### src/rtl/imem_arbiter.sv
// Single-port instruction memory controller: arbitrates fetch reads against loader writes,
// one access per cycle, with bounded fetch starvation and interrupt-area write protection.
module imem_arbiter #(
   parameter int STARVE_LIMIT = 4,
   parameter int IVT_WORDS    = 32
) (
   input  logic        clk,
   input  logic        rst_n,
   input  logic        fetch_req,
   input  logic [31:0] fetch_addr,
   output logic        fetch_gnt,
   output logic        fetch_rvalid,
   output logic [15:0] fetch_rdata,
   input  logic        flush,
   input  logic        ld_req,
   input  logic [31:0] ld_addr,
   input  logic [15:0] ld_wdata,
   output logic        ld_gnt,
   output logic        ld_err,
   input  logic        ivt_protect,
   output logic        mem_cs,
   output logic        mem_read,
   output logic        mem_write,
   output logic [31:0] mem_addr,
   output logic [15:0] mem_wdata,
   input  logic [15:0] mem_rdata
);

   localparam logic [3:0]  LIMIT   = 4'(STARVE_LIMIT);
   localparam logic [19:0] IVT_LIM = 20'(IVT_WORDS);

   logic [3:0]  starve_cnt_reg, starve_cnt_next;
   logic        fetch_rvalid_reg;
   logic [15:0] fetch_rdata_reg;
   logic        ld_err_reg;
   logic        fetch_eff, fetch_win, ld_win, ld_prot;

   always_comb begin
      fetch_eff       = fetch_req & ~flush;
      ld_prot         = ivt_protect & (ld_addr[19:0] < IVT_LIM);
      fetch_win       = 1'b0;
      ld_win          = 1'b0;
      mem_cs          = 1'b0;
      mem_read        = 1'b0;
      mem_write       = 1'b0;
      mem_addr        = 32'd0;
      mem_wdata       = 16'd0;
      starve_cnt_next = starve_cnt_reg;

      // Nothing is granted while reset is held, so no write reaches the memory.
      if (rst_n) begin
         if (fetch_eff && (!ld_req || starve_cnt_reg >= LIMIT))
            fetch_win = 1'b1;
         else if (ld_req)
            ld_win = 1'b1;
      end

      if (fetch_win) begin
         mem_cs   = 1'b1;
         mem_read = 1'b1;
         mem_addr = fetch_addr;
      end else if (ld_win && !ld_prot) begin
         mem_cs    = 1'b1;
         mem_write = 1'b1;
         mem_addr  = ld_addr;
         mem_wdata = ld_wdata;
      end

      // A rejected write still counts as a loader grant that passed fetch over.
      if (!fetch_eff || fetch_win)
         starve_cnt_next = 4'd0;
      else if (ld_win && starve_cnt_reg != 4'd15)
         starve_cnt_next = starve_cnt_reg + 4'd1;
   end

   always_ff @(posedge clk) begin
      if (!rst_n) begin
         starve_cnt_reg   <= 4'd0;
         fetch_rvalid_reg <= 1'b0;
         fetch_rdata_reg  <= 16'd0;
         ld_err_reg       <= 1'b0;
      end else begin
         starve_cnt_reg   <= starve_cnt_next;
         fetch_rvalid_reg <= fetch_win;
         ld_err_reg       <= ld_win & ld_prot;
         if (fetch_win)
            fetch_rdata_reg <= mem_rdata;
      end
   end

   assign fetch_gnt    = fetch_win;
   assign ld_gnt       = ld_win;
   assign fetch_rvalid = fetch_rvalid_reg & ~flush;
   assign fetch_rdata  = fetch_rdata_reg;
   assign ld_err       = ld_err_reg;

endmodule

### config.mk
export PLATFORM = sky130hd
export DESIGN_NAME = imem_arbiter
export DESIGN_NICKNAME = d
export VERILOG_FILES = /design/src/rtl/imem_arbiter.sv
export SDC_FILE = /design/constraint.sdc
export NUM_CORES = 1
export LEC_CHECK = 0
export CORE_ASPECT_RATIO = 0.9
export CORE_MARGIN = 2
export CORE_UTILIZATION = 26
export DETAILED_ROUTE_END_ITERATION = 7
export GPL_TIMING_DRIVEN = 0
export PLACE_DENSITY = 0.88
export SYNTH_ARGS = -nofsm -noshare
export SYNTH_HDL_FRONTEND = slang
export SYNTH_SLANG_ARGS = --single-unit
### constraint.sdc
create_clock -name clk -period 2.2 [get_ports clk]
set_clock_uncertainty 0.05 [all_clocks]
set_input_delay 0.22 -clock clk [delete_from_list [all_inputs] [get_ports clk]]
set_output_delay 0.22 -clock clk [all_outputs]
set_load 0.005 [all_outputs]
==> results.yml <==
cts:
  holdBufCountCts: 0
  h-tree-depth: 1
  clk_latency_ps: 260
  path_clk_slew_ps: 70
  clock-root-buffer: "clkbuf_8"
  cts_tree: "yes"
  cts_made_buffers: 3
  clk_path_buf_depth: 2
  clock_sinks: 22
timing:
  rsz0062_at_grt: "true"
  finalCritPeriodShare_pct: 103
  max_slew_margin_pct: 47.6
  hold_slack_ps: 384
  fin_tns_setup_ps: -406
  worst_pin_slew_ps: 785
  hold_violations: 0
  setup_violations: 8
  finalCriticalPeriod_ps: 2260
  fmax_mhz: 442
  setup_ws_ps: -62.5
  maxSlewViolCount: 0
critical_path:
  path_max_fanout: 5
  arrival_ps: 1990
  end_kind: "output port"
  reg2reg_depth: 5
  critPathSlowestCell: "clkdlybuf4s50_1"
  slowest_delay_ps: 440
  crit_required_ps: 1930
  rrSetupSlack_ps: 300
  start_kind: "input pin"
  critPathKind: "in -> out"
  crit_chain: "clkdlybuf4s50_1 > nor4b_2 > nand4_1 > buf_6 > clkbuf_8 > buf_4 > a32o_1 > dlygate4sd2_1"
  cp_top_family: "buffers and inverters"
  critical_path_depth: 8
  crit_buf_inv: 5
power_and_ir_drop:
  pwr_density_cell_nw_per_um2: 325
  total_power_w: 0.00111
  ir_worst_vdd_mv: 0.249
  p_leak_nw: 1.57
global_route:
  grt_pass1_wl_um: 10000
  overflow: 0
  antenna_found_initial: 0
  grt_pass1_vias: 1971
  grt_max_degree: 12
  globalRouteTotalUtil_pct: 22.0
drt:
  ant_nets: 0
  via_count: 2107
  drt_iter0_markers: 76
  drt_wl_total_um: 7350
  drcViolationCount: 0
  avgViaCountPerCell: 5.08
  first_pass_iters: 4
  wire_per_inst_um: 17.7
synth:
  syn_area_um2: 1400
  ys_types: 27
  synth_area_per_cell_um2: 8.57
  ys_ff_latch: 22
  synth_nets: 266
  ys_warn_count: 0
  syn_inst: 163
  yosysSeqAreaShare_pct: 31.5
floorplan:
  die_w_um: 81.3
  core_um2: 5220
  ioPinCount: 173
  fp.dieArea_um2: 5970
  start_util_pct: 26.7
  fp.dieH_um: 73.5
  num_rows: 25
final_layout:
  fin_util_pct: 65.4
  fillers: 430
  nets: 453
  largest_reg_flops: 16
  antennaDiodeCount: 0
  synthToLayoutAreaGrowth_pct: 145
  layout-drive-gt1-share_pct: 12.9
placed_design:
  preCtsSetupSlack_ps: -685
  hpwl_um: 5640
  gp_congestion: 0.789
  io_buffers: 172
hold_path:
  whs_path_depth: 1
  hp-class: "reg -> reg"
outcome:
  status: "finished, violations left"
  violations: "negative setup slack"
run:
  maxCapViolCount: 0
-- kinds of logic after synthesis --
group / share of synthesized area, %
other: 0.269
adders and majority gates: 0.896
and+or+nand+nor: 22.3
AOI/OAI and AO/OA: 36.8
buffers and inverters: 8.15
DFF: 31.5
-- worst paths after layout --
| kind | start | endpoint |
|---|---|---|
| min | starve_cnt_reg[0] | starve_cnt_reg[0] |
| max reg2reg | starve_cnt_reg[2] | fetch_rdata[7] |
| min reg2reg | starve_cnt_reg[0] | starve_cnt_reg[0] |
| max | ivt_protect | mem_addr[29] |
-- stage by stage --
step           cell area (um2)  instances
3_5_place_dp              3200        402
4_1_cts                   3400        416
5_1_grt                   3410        415
6_report                  3410        415
3_3_place_gp              3200        402
2_1_floorplan             1400        163
-- where the power goes --
group | leakage [nW] | switching, W | total [W] | internal [W]
clock network | 0.0216 | 0.000122 | 0.000244 | 0.000122
logic | 1.37 | 0.000148 | 0.000445 | 0.000297
registers | 0.180 | 0.00000677 | 0.000419 | 0.000413
-- layer usage --
metal	global-route usage, %	routed length [um]	part of all wire (%)	vias to the layer above
met1	25.1	2800	38	995
met4	7.16	173	2.4	0
met5	0	0	0	-
met2	40.5	3840	52	92
li1	-	-	-	1006
met3	4.79	535	7.3	14
-- area by class of cell --
type                    instances  area, um2  share of cell area (%)
repair buffers                183       1770                    51.9
well taps                      67       83.8                    2.46
flip-flops and latches         22        443                    13.0
inverters                       1       8.76                   0.257
plain buffers                  18        169                    4.95
clock buffers                   3       41.3                    1.21
multi-input cells             121        898                    26.3
-- repair_timing --
action | in CTS | in global routing
cloned | 4 | 0
gates resized for setup | 128 | 15
buffers inserted | 8 | 0
pin swaps | 8 | 3
endpoints found under the setup margin | 53 | 44
-- cells in the mapped netlist --
library cell | n | area (um2)
dfxtp_1 | 22 | 440
and3_1 | 18 | 113
a32o_1 | 17 | 170
nand3_1 | 16 | 80.1
o21ai_0 | 16 | 80.1
a22o_1 | 15 | 131
clkbuf_1 | 14 | 52.6
a21boi_1 | 10 | 75.1
a21boi_0 | 6 | 45.0
and2_1 | 4 | 25.0
buf_6 | 4 | 45.0
nor2b_1 | 3 | 18.8
nor4_1 | 3 | 18.8
nor2_1 | 2 | 7.51
a21o_1 | 1 | 7.51
and3_4 | 1 | 11.3
buf_2 | 1 | 5.00
buf_4 | 1 | 7.51
clkinv_1 | 1 | 3.75
conb_1 | 1 | 3.75
ha_1 | 1 | 12.5
nand2b_1 | 1 | 6.26
nand4_1 | 1 | 6.26
nor3b_1 | 1 | 7.51
nor4b_1 | 1 | 8.76
o21ai_1 | 1 | 5.00
or3b_1 | 1 | 8.76
-- cells in the final DEF, fill, tap and decap left out, drive strengths merged, types with 2 or more instances in the layout --
cell	Yosys	final
a21boi	16	16
a22o	15	15
a32o	17	17
and2	4	4
and3	19	20
buf	6	18
clkbuf	14	18
clkdlybuf4s15	0	13
clkdlybuf4s50	0	103
dfxtp	22	22
dlygate4sd2	0	46
dlymetal6s2s	0	5
nand3	16	16
nor2	2	2
nor2b	3	3
nor4	3	3
o21ai	17	17
-- worst register-to-register path: stages, from the launching register on --
cell,delay (ps)
dfxtp_2,320
buf_4,130
nor3b_1,650
clkbuf_1,360
o21ai_0,130
a21boi_1,180
(Power assumes the default switching activity.)
